[config.mk]
export PLATFORM = sky130hd
export DESIGN_NAME = aes128_reg_if
export DESIGN_NICKNAME = d
export VERILOG_FILES = /design/src/rtl/aes128_type_pkg.sv /design/src/rtl/aes128_reg_if.sv
export SDC_FILE = /design/constraint.sdc
export NUM_CORES = 1
export LEC_CHECK = 0
export BUFFER_PORTS_ARGS = -buffer_cell sky130_fd_sc_hd__buf_2
export CAP_MARGIN = 0
export CELL_PAD_IN_SITES_DETAIL_PLACEMENT = 1
export CELL_PAD_IN_SITES_GLOBAL_PLACEMENT = 1
export CORE_ASPECT_RATIO = 2
export CORE_MARGIN = 5
export CORE_UTILIZATION = 40
export DETAILED_ROUTE_END_ITERATION = 8
export HOLD_SLACK_MARGIN = 0.03
export PLACE_DENSITY = 0.78
export SLEW_MARGIN = 40
export SYNTH_ARGS = -nofsm -noshare
export SYNTH_HDL_FRONTEND = slang
export SYNTH_SLANG_ARGS = --single-unit
export TNS_END_PERCENT = 10
[constraint.sdc]
create_clock -name clk_i -period 15.4 [get_ports clk_i]
set_input_delay 3.08 -clock clk_i [delete_from_list [all_inputs] [get_ports clk_i]]
set_output_delay 3.08 -clock clk_i [all_outputs]
set_load 0.01 [all_outputs]
[src/rtl/aes128_type_pkg.sv]
// rtl/aes128_type_pkg.sv - shared AES-128 types and register-interface constants
//
// Purpose: operation mode type, register word addresses, CTRL/STATUS bit
// positions and the register-interface FSM state type.
// Ports: none (package).
package aes128_type_pkg;

  typedef enum logic [1:0] {
    MODE_ENC = 2'd0,
    MODE_DEC = 2'd1
  } mode_t;

  // Word addresses of the register map
  localparam int unsigned RI_ADDR_KEY0    = 0;
  localparam int unsigned RI_ADDR_DATA0   = 4;
  localparam int unsigned RI_ADDR_CTRL    = 8;
  localparam int unsigned RI_ADDR_STATUS  = 9;
  localparam int unsigned RI_ADDR_RESULT0 = 10;
  localparam int unsigned RI_ADDR_RESULT3 = 13;

  // CTRL bit positions
  localparam int unsigned CTRL_START_BIT  = 0;
  localparam int unsigned CTRL_OP_LSB     = 1;
  localparam int unsigned CTRL_IRQ_EN_BIT = 3;

  // STATUS bit positions
  localparam int unsigned STATUS_BUSY_BIT = 0;
  localparam int unsigned STATUS_DONE_BIT = 1;
  localparam int unsigned STATUS_ERR_BIT  = 2;

  typedef enum logic [1:0] {
    RI_IDLE  = 2'd0,
    RI_ISSUE = 2'd1,
    RI_RUN   = 2'd2
  } reg_if_state_t;

endpackage

[src/rtl/aes128_reg_if.sv]
// rtl/aes128_reg_if.sv - CPU register block and start/done handshake for the AES-128 engine
//
// Purpose: collects key, data and opcode from 32-bit writes, issues a
// one-cycle start to the engine, captures the result with a sticky done
// flag and optional level interrupt, and serves reads with 1-cycle latency.
// Ports:
//   clk_i, rst_i            clock, asynchronous active-high reset
//   addr_i, wdata_i         word address and write data
//   wr_en_i, rd_en_i        write / read strobes
//   rdata_o, rvalid_o       registered read data and its valid pulse
//   irq_o                   registered level interrupt (done & irq_en)
//   start_o, op_o           start pulse and operation to the engine
//   key_o, data_o           128-bit key and input block (word n at [32n+31:32n])
//   ready_i, valid_i        engine idle / result valid (level)
//   result_i                engine result
module aes128_reg_if
  import aes128_type_pkg::*;
#(
  parameter int ADDR_W = 4
) (
  input  logic              clk_i,
  input  logic              rst_i,
  input  logic [ADDR_W-1:0] addr_i,
  input  logic [31:0]       wdata_i,
  input  logic              wr_en_i,
  input  logic              rd_en_i,
  output logic [31:0]       rdata_o,
  output logic              rvalid_o,
  output logic              irq_o,
  output logic              start_o,
  output logic [1:0]        op_o,
  output logic [127:0]      key_o,
  output logic [127:0]      data_o,
  input  logic              ready_i,
  input  logic              valid_i,
  input  logic [127:0]      result_i
);

  reg_if_state_t    state_q;
  logic [3:0][31:0] key_q, data_q, result_q;
  mode_t            op_q;
  logic             irq_en_q, done_q, done_d, err_q, err_d;
  logic             valid_q, irq_q, rvalid_q;
  logic [31:0]      rdata_q, rd_mux;

  logic       busy, complete, start_req, cfg_wr;
  logic       hit_key, hit_data, hit_ctrl, hit_status, hit_result;
  logic [1:0] res_idx;

  // Address decode
  assign hit_key    = (addr_i <  ADDR_W'(RI_ADDR_DATA0));
  assign hit_data   = (addr_i >= ADDR_W'(RI_ADDR_DATA0)) && (addr_i < ADDR_W'(RI_ADDR_CTRL));
  assign hit_ctrl   = (addr_i == ADDR_W'(RI_ADDR_CTRL));
  assign hit_status = (addr_i == ADDR_W'(RI_ADDR_STATUS));
  assign hit_result = (addr_i >= ADDR_W'(RI_ADDR_RESULT0)) && (addr_i <= ADDR_W'(RI_ADDR_RESULT3));
  // RESULT0 sits at 10, so the word index is the low two address bits minus 2 (mod 4)
  assign res_idx    = addr_i[1:0] - 2'd2;

  assign busy      = (state_q != RI_IDLE);
  assign cfg_wr    = wr_en_i && (hit_key || hit_data || hit_ctrl);
  assign start_req = !busy && wr_en_i && hit_ctrl && wdata_i[CTRL_START_BIT];
  assign complete  = (state_q == RI_RUN) && valid_i && !valid_q;

  // Sticky flags: a completion outranks a same-cycle write-1-to-clear
  always_comb begin
    done_d = done_q;
    if (wr_en_i && hit_status && wdata_i[STATUS_DONE_BIT]) done_d = 1'b0;
    if (start_req) done_d = 1'b0;
    if (complete)  done_d = 1'b1;

    err_d = err_q;
    if (wr_en_i && hit_status && wdata_i[STATUS_ERR_BIT]) err_d = 1'b0;
    if (busy && cfg_wr) err_d = 1'b1;
  end

  always_comb begin
    rd_mux = '0;
    if (hit_key) begin
      rd_mux = key_q[addr_i[1:0]];
    end else if (hit_data) begin
      rd_mux = data_q[addr_i[1:0]];
    end else if (hit_ctrl) begin
      rd_mux[CTRL_IRQ_EN_BIT]    = irq_en_q;
      rd_mux[CTRL_OP_LSB +: 2]   = op_q;
    end else if (hit_status) begin
      rd_mux[STATUS_BUSY_BIT] = busy;
      rd_mux[STATUS_DONE_BIT] = done_q;
      rd_mux[STATUS_ERR_BIT]  = err_q;
    end else if (hit_result) begin
      rd_mux = result_q[res_idx];
    end
  end

  always_ff @(posedge clk_i or posedge rst_i) begin
    if (rst_i) begin
      state_q  <= RI_IDLE;
      key_q    <= '0;
      data_q   <= '0;
      result_q <= '0;
      op_q     <= MODE_ENC;
      irq_en_q <= 1'b0;
      done_q   <= 1'b0;
      err_q    <= 1'b0;
      valid_q  <= 1'b0;
      irq_q    <= 1'b0;
      rdata_q  <= '0;
      rvalid_q <= 1'b0;
    end else begin
      valid_q  <= valid_i;
      done_q   <= done_d;
      err_q    <= err_d;
      irq_q    <= done_q & irq_en_q;
      rvalid_q <= rd_en_i;
      if (rd_en_i) rdata_q <= rd_mux;

      // Configuration is frozen while the engine owns it
      if (wr_en_i && !busy) begin
        if (hit_key)  key_q[addr_i[1:0]]  <= wdata_i;
        if (hit_data) data_q[addr_i[1:0]] <= wdata_i;
        if (hit_ctrl) begin
          op_q     <= mode_t'(wdata_i[CTRL_OP_LSB +: 2]);
          irq_en_q <= wdata_i[CTRL_IRQ_EN_BIT];
        end
      end

      case (state_q)
        RI_IDLE:  if (start_req) state_q <= RI_ISSUE;
        RI_ISSUE: if (ready_i)   state_q <= RI_RUN;
        RI_RUN: begin
          if (complete) begin
            result_q <= result_i;
            state_q  <= RI_IDLE;
          end
        end
        default:  state_q <= RI_IDLE;
      endcase
    end
  end

  // Combinational so the pulse lands in the exact cycle the engine is ready
  assign start_o  = (state_q == RI_ISSUE) && ready_i;
  assign op_o     = op_q;
  assign key_o    = key_q;
  assign data_o   = data_q;
  assign rdata_o  = rdata_q;
  assign rvalid_o = rvalid_q;
  assign irq_o    = irq_q;

endmodule

==> metrics.csv <==
stage,metric,value,unit
yosys,syn-num-nets,1379,
sta,fmax,151,MHz
placement,dpl.hpwl,45100,um
yosys,yosysMostFrequentCell,dfrtp_1,
clock_tree,ctsHoldBuffers,0,
yosys,yosys-top-cells-area,"dfrtp_1 57%, mux2_2 23%, mux4_2 9.9%",
global_route,gr-total-overflow,0,
global_route,grt_pass1_vias,14500,
critical_path,critPathCaptureType,output pin,
global_route,grt_usage,24.2,%
sta,hold_violations,0,
yosys,yosys_warnings,0,
cells_and_area,fin_util,49.5,%
sta,setup_viol,0,
floorplanning,fp.dieW,164,um
floorplanning,rows,112,
cells_and_area,layout-drive-gt1-share,61.5,%
sta,whs,0.489,ns
global_route,grt_pass1_wl,93700,um
critical_path,critical_path_arrival,3.53,ns
critical_path,cp-start-kind,input port,
yosys,synth_top_flop_cell,dfrtp_1,
cells_and_area,area_growth,22.4,%
yosys,synth_seq_cells,426,
yosys,synth_largest_area_cell,dfrtp_1,
clock_tree,cts_max_path_buffers,3,
pwr,p_leak,11.0,nW
pwr,powerDensity,150,nW/um2
sta,skew,0.0182,ns
route,via_per_inst,5.43,
route,wl_per_cell,27.4,um
yosys,synth_edf_count,0,
status,status,completed,
placement,io_buffers,462,
critical_path,worst-endpoint-required,12.32,ns
job,max_cap_viol_count,0,
pwr,peakVddDrop,0.106,mV
clock_tree,clock_sink_count,426,
yosys,ys_types,46,
route,drtPass1Iterations,4,
clock_tree,worstSkewPairLatency,0.56,ns
yosys,yosysTopAreaCellShare,56.5,%
route,drc,0,
sta,tightestPinTransition,0.807,ns
clock_tree,root_buffer,clkbuf_16,
clock_tree,cts_buffers,40,
floorplanning,initial_core_util,40.4,%
clock_tree,path_clk_slew,0.07,ns
floorplanning,die_y,317,um
sta,slew_headroom,46.2,%
sta,min_period_over_period,42.9,%
yosys,ys_seq_area_share,56.5,%
clock_tree,cts_tree,done,
placement,gp_congestion,0.815,
critical_path,crit_type,input port to output pin,
global_route,antenna_found_initial,6,
floorplanning,core_region_area,46700,um2
sta,finalCriticalPeriod,6.61,ns
yosys,yosys-top-cells-count,"426 x dfrtp_1, 384 x mux2_2, 83 x mux4_2, 49 x buf_2, 46 x mux2i_1",
yosys,syn-instance-count,1209,
sta,setup_tns,0,ns
yosys,syn_avg_cell_area,15.6,um2
yosys,syn_area,18900,um2
cells_and_area,fin_nets,1824,
pwr,power,3.45,mW
hold_path,worstHoldPathType,flip-flop to flip-flop,
route,finalWirelength,63400,um
clock_tree,post_cts_resized,0,
global_route,grt_start_max_net_pins,161,
critical_path,critPathMaxFanout,2,
yosys,ys_async_sr_fraction,100,%
route,postRouteAntennaNets,0,
route,first_iter_violations,741,
sta,maxSlewViolCount,0,
floorplanning,die_area,51800,um2
clock_tree,htree_levels,2,
sta,grt_setup_unrepaired,no,
floorplanning,io_pins,463,
route,num_vias,12600,
clock_tree,cts_setup_buffers,0,
## where the power goes
part | leakage [nW] | switching [mW] | total, mW | internal (mW)
combinational | 5.02 | 0.431 | 0.886 | 0.455
clock | 0.618 | 0.429 | 0.976 | 0.547
sequential | 5.36 | 0.193 | 1.59 | 1.40
total | 11.0 | 1.05 | 3.45 | 2.40
## kinds of logic (layout without fill, tap and decap cells)
kind of cell    Yosys count  after routing  synth area share [%]
buf+inv                  94            566                  2.52
xor+xnor                  1              1                0.0465
simple gates             82             82                  2.50
other cells               0              5                     0
compound gates           88             88                  2.79
flops                   426            426                  56.5
mux                     518            518                  35.6
## worst max-delay path: stages
cell     delay [ns]
buf_2          0.10
nand2_1        0.06
nor2_1         0.14
buf_2          0.16
## layout make-up
| type | count | area, um2 |
|---|---|---|
| Antenna cell | 5 | 12.5 |
| Fill cell | 4767 | 23600 |
| Timing Repair Buffer | 485 | 2560 |
| Clock inverter | 12 | 116 |
| Tap cell | 627 | 785 |
| Multi-Input combinational cell | 689 | 7760 |
| Inverter | 12 | 57.6 |
| Clock buffer | 57 | 1140 |
| Sequential cell | 426 | 10700 |
## placed cells by master (no fill, tap or decap), types with 3 or more instances in the layout
master	instances
a21oi_1	25
a22oi_1	6
a31oi_1	5
buf_2	460
buf_4	16
buf_6	6
clkbuf_1	11
clkbuf_16	41
clkbuf_8	5
clkinv_2	8
dfrtp_1	426
diode_2	5
inv_1	11
mux2_1	5
mux2_2	384
mux2i_1	46
mux4_2	83
nand2_1	7
nand2_2	7
nand2b_1	6
nand3b_1	3
nor2_1	9
nor2b_1	24
o2111ai_1	7
o21ai_0	33
or2_2	7
## state kept, by name, summed over array words and instances (netlist names)
name,count
irq_en_q,1
irq_o,1
result_q,128
op_o,2
err_q,1
rdata_o,32
valid_q,1
rvalid_o,1
key_o,128
state_q,2
data_o,128
done_q,1
## routing by layer
| metal | share of wire (%) | track usage (%) |
|---|---|---|
| met1 | 37 | 28.3 |
| met2 | 51 | 41.7 |
| met3 | 5.9 | 5.10 |
| met4 | 5.7 | 12.3 |
| met5 | 0 | 0 |
## per-stage QoR
| stage | instances | worst slack (ns) | instance area [um2] |
|---|---|---|---|
| CTS | 2307 | 8.79 | 23000 |
| detailed placement | 2238 | 8.79 | 21800 |
| global placement | 2237 | 8.79 | 21700 |
| finish | 2313 | 8.79 | 23100 |
| global route | 2313 | 8.72 | 23100 |
| floorplan | 1209 | 0.458 | 18900 |
## worst paths after layout
kind | start | cells past startpoint | slack, ns | end
max in group asynchronous | rst_i | 5 | 10.95 | key_o[34]
min | err_q | 1 | 0.49 | err_q
min in group asynchronous | rst_i | 2 | 2.60 | result_q[51]
max | ready_i | 4 | 8.79 | start_o
max reg2reg | state_q[0] | 5 | 12.53 | data_o[123]
min reg2reg | err_q | 1 | 0.49 | err_q
Note: power is estimated with default switching activity, not from simulation.
